$ cat src/rtl/ps2_pkg.sv
// Shared PS/2 definitions: transmitter state encoding, frame layout and parity helper.
// Used by both the keyboard transmitter and the SoC-side PS/2 receiver.
package ps2_pkg;

  typedef enum logic [2:0] {
    PS2_IDLE,
    PS2_HIGH,
    PS2_LOW,
    PS2_GAP,
    PS2_INHIB
  } ps2_tx_state_t;

  localparam int PS2_FRAME_BITS = 11;
  localparam int PS2_START_BIT  = 0;
  localparam int PS2_PARITY_BIT = 9;
  localparam int PS2_STOP_BIT   = 10;

  // Bit that makes the total count of ones over data+parity odd.
  function automatic logic ps2_odd_parity(input logic [7:0] data);
    return ~^data;
  endfunction

endpackage

$ cat src/rtl/ps2_kbd_tx.sv
// Device-side PS/2 keyboard transmitter: serialises accepted scancode bytes into
// 11-bit device-to-host frames, aborting and retransmitting when the host inhibits.
module ps2_kbd_tx
  import ps2_pkg::*;
#(
  parameter int FREQ_HZ     = 2_000_000,
  parameter int PS2_FREQ_HZ = 12_500,
  parameter int GAP_CYCLES  = 2 * (FREQ_HZ / (2 * PS2_FREQ_HZ))
) (
  input  logic       clk,
  input  logic       reset_i,
  input  logic [7:0] code_i,
  input  logic       valid_i,
  output logic       ready_o,
  input  logic       force_parity_err_i,
  input  logic       inhibit_i,
  output logic       ps2_clk_o,
  output logic       ps2_data_o,
  output logic       sent_o,
  output logic       abort_o
);

  localparam int HALF    = FREQ_HZ / (2 * PS2_FREQ_HZ);
  localparam int CNT_MAX = (HALF > GAP_CYCLES) ? HALF : GAP_CYCLES;
  localparam int CW      = $clog2(CNT_MAX + 1);

  localparam logic [CW-1:0] HALF_MID = CW'(HALF / 2);
  localparam logic [CW-1:0] HALF_END = CW'(HALF - 1);
  // The IDLE cycle in front of an accept is itself a line-high cycle, so the
  // GAP state is one cycle shorter when it hands over to IDLE than to a retry.
  localparam logic [CW-1:0] GAP_END_IDLE = CW'(GAP_CYCLES - 2);
  localparam logic [CW-1:0] GAP_END_RETX = CW'(GAP_CYCLES - 1);
  localparam logic [3:0]    LAST_BIT     = 4'(PS2_STOP_BIT);

  if (HALF < 4) begin : g_half_check
    $error("ps2_kbd_tx: FREQ_HZ/(2*PS2_FREQ_HZ) must be at least 4");
  end
  if (GAP_CYCLES < 2) begin : g_gap_check
    $error("ps2_kbd_tx: GAP_CYCLES must be at least 2");
  end

  ps2_tx_state_t             state_q, state_d;
  logic [CW-1:0]             cnt_q, cnt_d;
  logic [3:0]                bit_q, bit_d;
  logic [PS2_FRAME_BITS-1:0] frame_q, frame_d;
  logic                      data_q, data_d;
  logic                      retx_q, retx_d;
  logic                      sent_q, sent_d;
  logic                      abort_q, abort_d;
  logic                      accept;
  logic                      abort_now;
  logic                      gap_done;

  assign ready_o    = (state_q == PS2_IDLE) && !inhibit_i && !reset_i;
  assign accept     = valid_i && ready_o;
  assign ps2_clk_o  = (state_q != PS2_LOW);
  assign ps2_data_o = data_q;
  assign sent_o     = sent_q;
  assign abort_o    = abort_q;

  always_comb begin
    // NOTE: every signal driven here gets a default first, so no path through
    // the case statement can leave one unassigned and infer a latch.
    state_d   = state_q;
    cnt_d     = cnt_q;
    bit_d     = bit_q;
    frame_d   = frame_q;
    data_d    = data_q;
    retx_d    = retx_q;
    sent_d    = 1'b0;
    abort_d   = 1'b0;
    abort_now = inhibit_i && (bit_q != LAST_BIT);
    gap_done  = retx_q ? (cnt_q == GAP_END_RETX) : (cnt_q == GAP_END_IDLE);

    unique case (state_q)
      PS2_IDLE: begin
        data_d = 1'b1;
        if (accept) begin
          frame_d[PS2_START_BIT]  = 1'b0;
          frame_d[8:1]            = code_i;
          frame_d[PS2_PARITY_BIT] = ps2_odd_parity(code_i) ^ force_parity_err_i;
          frame_d[PS2_STOP_BIT]   = 1'b1;
          state_d = PS2_HIGH;
          cnt_d   = '0;
          bit_d   = '0;
        end
      end

      PS2_HIGH: begin
        if (abort_now) begin
          state_d = PS2_INHIB;
          cnt_d   = '0;
          data_d  = 1'b1;
          retx_d  = 1'b1;
          abort_d = 1'b1;
        end else begin
          // Data moves mid-way through the high phase, well clear of both clock edges.
          if (cnt_q == HALF_MID) data_d = frame_q[bit_q];
          if (cnt_q == HALF_END) begin
            state_d = PS2_LOW;
            cnt_d   = '0;
          end else begin
            cnt_d = cnt_q + 1'b1;
          end
        end
      end

      PS2_LOW: begin
        if (abort_now) begin
          state_d = PS2_INHIB;
          cnt_d   = '0;
          data_d  = 1'b1;
          retx_d  = 1'b1;
          abort_d = 1'b1;
        end else if (cnt_q == HALF_END) begin
          cnt_d = '0;
          if (bit_q == LAST_BIT) begin
            state_d = PS2_GAP;
            sent_d  = 1'b1;
          end else begin
            state_d = PS2_HIGH;
            bit_d   = bit_q + 1'b1;
          end
        end else begin
          cnt_d = cnt_q + 1'b1;
        end
      end

      PS2_GAP: begin
        data_d = 1'b1;
        if (gap_done) begin
          cnt_d = '0;
          if (retx_q) begin
            state_d = PS2_HIGH;
            bit_d   = '0;
            retx_d  = 1'b0;
          end else begin
            state_d = PS2_IDLE;
          end
        end else begin
          cnt_d = cnt_q + 1'b1;
        end
      end

      PS2_INHIB: begin
        data_d = 1'b1;
        if (!inhibit_i) begin
          state_d = PS2_GAP;
          cnt_d   = '0;
        end
      end

      default: begin
        state_d = PS2_IDLE;
        cnt_d   = '0;
        bit_d   = '0;
        data_d  = 1'b1;
      end
    endcase
  end

  always_ff @(posedge clk) begin
    // NOTE: state registers use non-blocking assignments so every register
    // samples the pre-edge values regardless of statement order.
    if (reset_i) begin
      state_q <= PS2_IDLE;
      cnt_q   <= '0;
      bit_q   <= '0;
      data_q  <= 1'b1;
      retx_q  <= 1'b0;
      sent_q  <= 1'b0;
      abort_q <= 1'b0;
    end else begin
      state_q <= state_d;
      cnt_q   <= cnt_d;
      bit_q   <= bit_d;
      data_q  <= data_d;
      retx_q  <= retx_d;
      sent_q  <= sent_d;
      abort_q <= abort_d;
    end
  end

  // NOTE: the frame register is left out of reset on purpose: it is only read
  // in HIGH, which can only be reached through an accept that loads it.
  always_ff @(posedge clk) begin
    frame_q <= frame_d;
  end

  // The host samples data on the falling clock edge, so data may only move while clock is high.
  data_stable_a: assert property (@(posedge clk) disable iff (reset_i)
    $changed(ps2_data_o) |-> ps2_clk_o);

endmodule
$ cat config.mk
export PLATFORM = sky130hd
export DESIGN_NAME = ps2_kbd_tx
export DESIGN_NICKNAME = d
export VERILOG_FILES = /design/src/rtl/ps2_pkg.sv /design/src/rtl/ps2_kbd_tx.sv
export SDC_FILE = /design/constraint.sdc
export NUM_CORES = 1
export LEC_CHECK = 0
export CORE_AREA = 5 5 60 62
export CTS_CLUSTER_SIZE = 16
export DETAILED_ROUTE_END_ITERATION = 8
export DIE_AREA = 0 0 65 67
export PLACE_DENSITY = 0.85
export SETUP_SLACK_MARGIN = 0.05
export SLEW_MARGIN = 20
export SYNTH_ARGS = -nofsm -noshare
export SYNTH_HDL_FRONTEND = slang
export SYNTH_SLANG_ARGS = --single-unit
$ cat constraint.sdc
create_clock -name clk -period 4 [get_ports clk]
set_input_delay 0.4 -clock clk [delete_from_list [all_inputs] [get_ports clk]]
set_output_delay 0.4 -clock clk [all_outputs]
set_load 0.03 [all_outputs]
==> summary.txt <==
Timing
  • Endpoints failing setup: 0
  • RSZ-0062 raised after global routing: no
  • Worst Skew: 0.00941 ns
  • Rel. slew slack: 37.3%
  • WHS: 0.533 ns
  • Slew at the pin closest to its max-slew limit: about 0.94 ns
  • Tmin final: around 2.9 ns
  • Slew Limit Fails: 0
  • Worst Setup Slack, final: between 1 and 1.5 ns
  • Setup TNS: 0 ns
  • Endpoints failing hold: 0
  • Fmax: ~0.35 GHz
  • Final critical-path share of the clock period: 71.8%

Yosys
  • Yosys top cell area share: 22.4%
  • Ys flop type: dfxtp_1
  • Syn Nets: between 150 and 200
  • Post-synth EDFFs: 9
  • Mapped Cells: 170
  • Post-synth top cells: dfxtp_1 (19), nor2_1 (16), a21oi_1 (13), xnor2_1 (13)
  • Yosys top cell by area: dfxtp_1
  • Mapped Area: 1700 um2
  • Avg Inst Size Synth: approximately 10 um2
  • Ys Warns: 0
  • FFs w/ async S/R, synth: 0%
  • Sequential area share after synthesis: 38.3%
  • Count of cell types in the netlist: 52
  • Synth top area cells: dfxtp_1 (22%), edfxtp_1 (16%), xnor2_1 (6.7%), a21oi_1 (3.8%), mux2i_1 (3.5%)
  • Yosys reg bits: 28
  • Library cell with the highest instance count after synthesis: dfxtp_1

Place
  • Placed standard-cell area: 1870 um2
  • HPWL Detailed: 2500 um
  • IO Port Bufs: 17
  • Inst Count DP: roughly 210
  • Placer Congestion: 0.855
  • Pre-CTS setup slack: 1.16 ns

Setup path
  • CP max FO: 17
  • Crit start category: primary input
  • Reg2Reg Depth: 4
  • CP arrival: 2.47 ns
  • Reg2reg end: cnt_q[2]
  • CP Capture Type: output port
  • CP top delay family: buffers and inverters
  • Critical path class: in2out
  • Crit path top cell by count: clkdlybuf4s50_1
  • WP buf/inv: 2
  • Cells along the critical path: clkdlybuf4s50_1, or3_1, nor3_1, clkdlybuf4s50_1
  • Slowest-stage cell, CP: clkdlybuf4s50_1
  • R2r setup slk: 1.91 ns
  • Largest stage delay, worst path: 0.71 ns
  • Worst flop-to-flop path startpoint: state_q[0]
  • Required time of the critical path: approximately 3.6 ns

GRT
  • Grt ovf: 0
  • Total GRT Usage: 17.2%
  • Vias in the first global route: 1,302
  • First-pass GRT wire length: around 5900 um
  • Pin count of the biggest net entering global routing: 18
  • Initial antenna violation count: 0

Hold path
  • Hold Crit Class: reg2reg
  • Worst Hold Endpoint: cnt_q[1]
  • HP Start: cnt_q[1]
  • Min-Delay Path Depth: 2

Layout
  • Fin area: 1920 um2
  • Fill cells: 240
  • Register Area: between 600 and 700 um2
  • Area growth, synth to finish: 13.1%
  • Area of the multi-input gates: 978 um2
  • ANT cells: 0
  • Nets: 202
  • Fin cells: 217
  • Layout cells sized above 1: 10.3%

Clock tree
  • Post-CTS setup buffers: 0
  • Root Buffer: clkbuf_4
  • TritonCTS clock tree: yes
  • CTS Buf Count: 3
  • Number of H-tree levels: 1
  • Hold bufs inserted after CTS: 0
  • CTS clock-pin slew for the worst setup and hold paths: 0.16 ns
  • CTS Buffer Depth: 2
  • Clock latency at the later pin of the worst-skew pair: 0.33 ns
  • Clock Sinks: 28
  • PostCTS Resize Cnt: 0

Floorplan
  • Row Count: 20
  • Die Wd: between 60 and 70 um
  • Placeable Area: between 2000 and 3000 um2
  • Num ports: 18
  • Initial Util: between 50 and 60%
  • Die Area: 4360 um2
  • Die height: roughly 67 um

Route
  • DR WL/cell: 15.3 um
  • Iteration-0 DRC Markers: 165
  • Post-DR vias/cell: ~6
  • DR DRC count: 0
  • Vias: ~1,300
  • Antenna Nets Post-Route: 0
  • Drt pass-1 iters: 4
  • Post-Route WL: 3310 um

Run status
  • Status: finished clean

Pwr
  • Leak: roughly 0.66 nW
  • VDD IR max: 0.198 mV
  • Pwr dens: 511 nW/um2

Flow run
  • Max-Cap Viols: 0
-- worst min-delay path: cells and delay by family, from the launching register on --
family / cells / cell delay (ns)
AOI/OAI and AO/OA: 1 / 0.05
and+or+nand+nor: 1 / 0.08
DFF: 1 / 0.38
-- worst max path at each step --
stage | cells past startpoint | slack, ns | from | endpoint
2_1_floorplan | 4 | 1.74 | state_q[2] | frame_q[1]
3_3_place_gp | 4 | 1.20 | reset_i | ready_o
3_5_place_dp | 4 | 1.16 | reset_i | ready_o
4_1_cts | 4 | 1.15 | reset_i | ready_o
5_1_grt | 4 | 1.02 | reset_i | ready_o
6_report | 4 | 1.13 | reset_i | ready_o
-- metrics by stage --
step	utilization (%)	power [mW]
final	64.6	0.982
after global routing	64.6	1.05
after CTS	64.6	0.982
after detailed placement	62.8	0.793
after global placement	62.8	0.779
after floorplan	-	0.716
-- placed cells by master (no fill, tap or decap), types with 2 or more instances in the layout --
cell type / Yosys / routed
a211oi_1: 3 / 3
a21o_1: 2 / 2
a21oi_1: 13 / 13
a221oi_4: 2 / 2
and2_1: 2 / 2
clkbuf_4: 0 / 3
clkdlybuf4s50_1: 0 / 17
dfxtp_1: 19 / 19
edfxtp_1: 9 / 9
ha_1: 4 / 4
inv_1: 7 / 7
mux2i_1: 6 / 6
nand2_1: 9 / 9
nand2b_1: 6 / 6
nand3_1: 6 / 6
nand4_1: 2 / 2
nor2_1: 16 / 16
nor3_1: 4 / 4
nor4_1: 2 / 2
o21a_1: 2 / 2
o21ai_0: 6 / 6
xnor2_1: 13 / 13
xor2_1: 2 / 2
-- area by class of cell --
type	count	share of cell area, %
sequential	28	33.8
tap	33	2.15
timing repair buffer	17	8.85
inverter	8	1.56
clock buffer	3	1.17
multi-input combinational	127	50.9
clock inverter	1	1.56
-- cells by family after synthesis --
logic type	after synthesis	share of synthesized area, %
simple gates	62	22.7
compound gates	39	19.4
flops	28	38.3
xor+xnor	15	7.73
buf+inv	15	4.19
mux	7	4.86
fa+ha+maj	4	2.94
-- per-layer routing --
layer | part of all wire, % | vias up | global-route usage [%]
li1 | - | 650 | -
met1 | 48 | 614 | 21.8
met2 | 49 | 23 | 30.0
met3 | 3.1 | 2 | 2.19
met4 | 0.63 | 0 | 5.54
met5 | 0 | - | 0
-- flip-flops by register name, summed over array words and instances, names as in the netlist --
register    cells
abort_o         1
bit_q           4
cnt_q           8
frame_q         9
ps2_data_o      1
retx_q          1
sent_o          1
state_q         3
-- report_power, final --
group / internal, mW / total (mW) / leakage (nW) / switching (mW)
Combinational: 0.166 / 0.401 / 0.396 / 0.234
Clock: 0.101 / 0.188 / 0.0279 / 0.0864
Sequential: 0.331 / 0.393 / 0.236 / 0.0624
(Power assumes the default switching activity.)
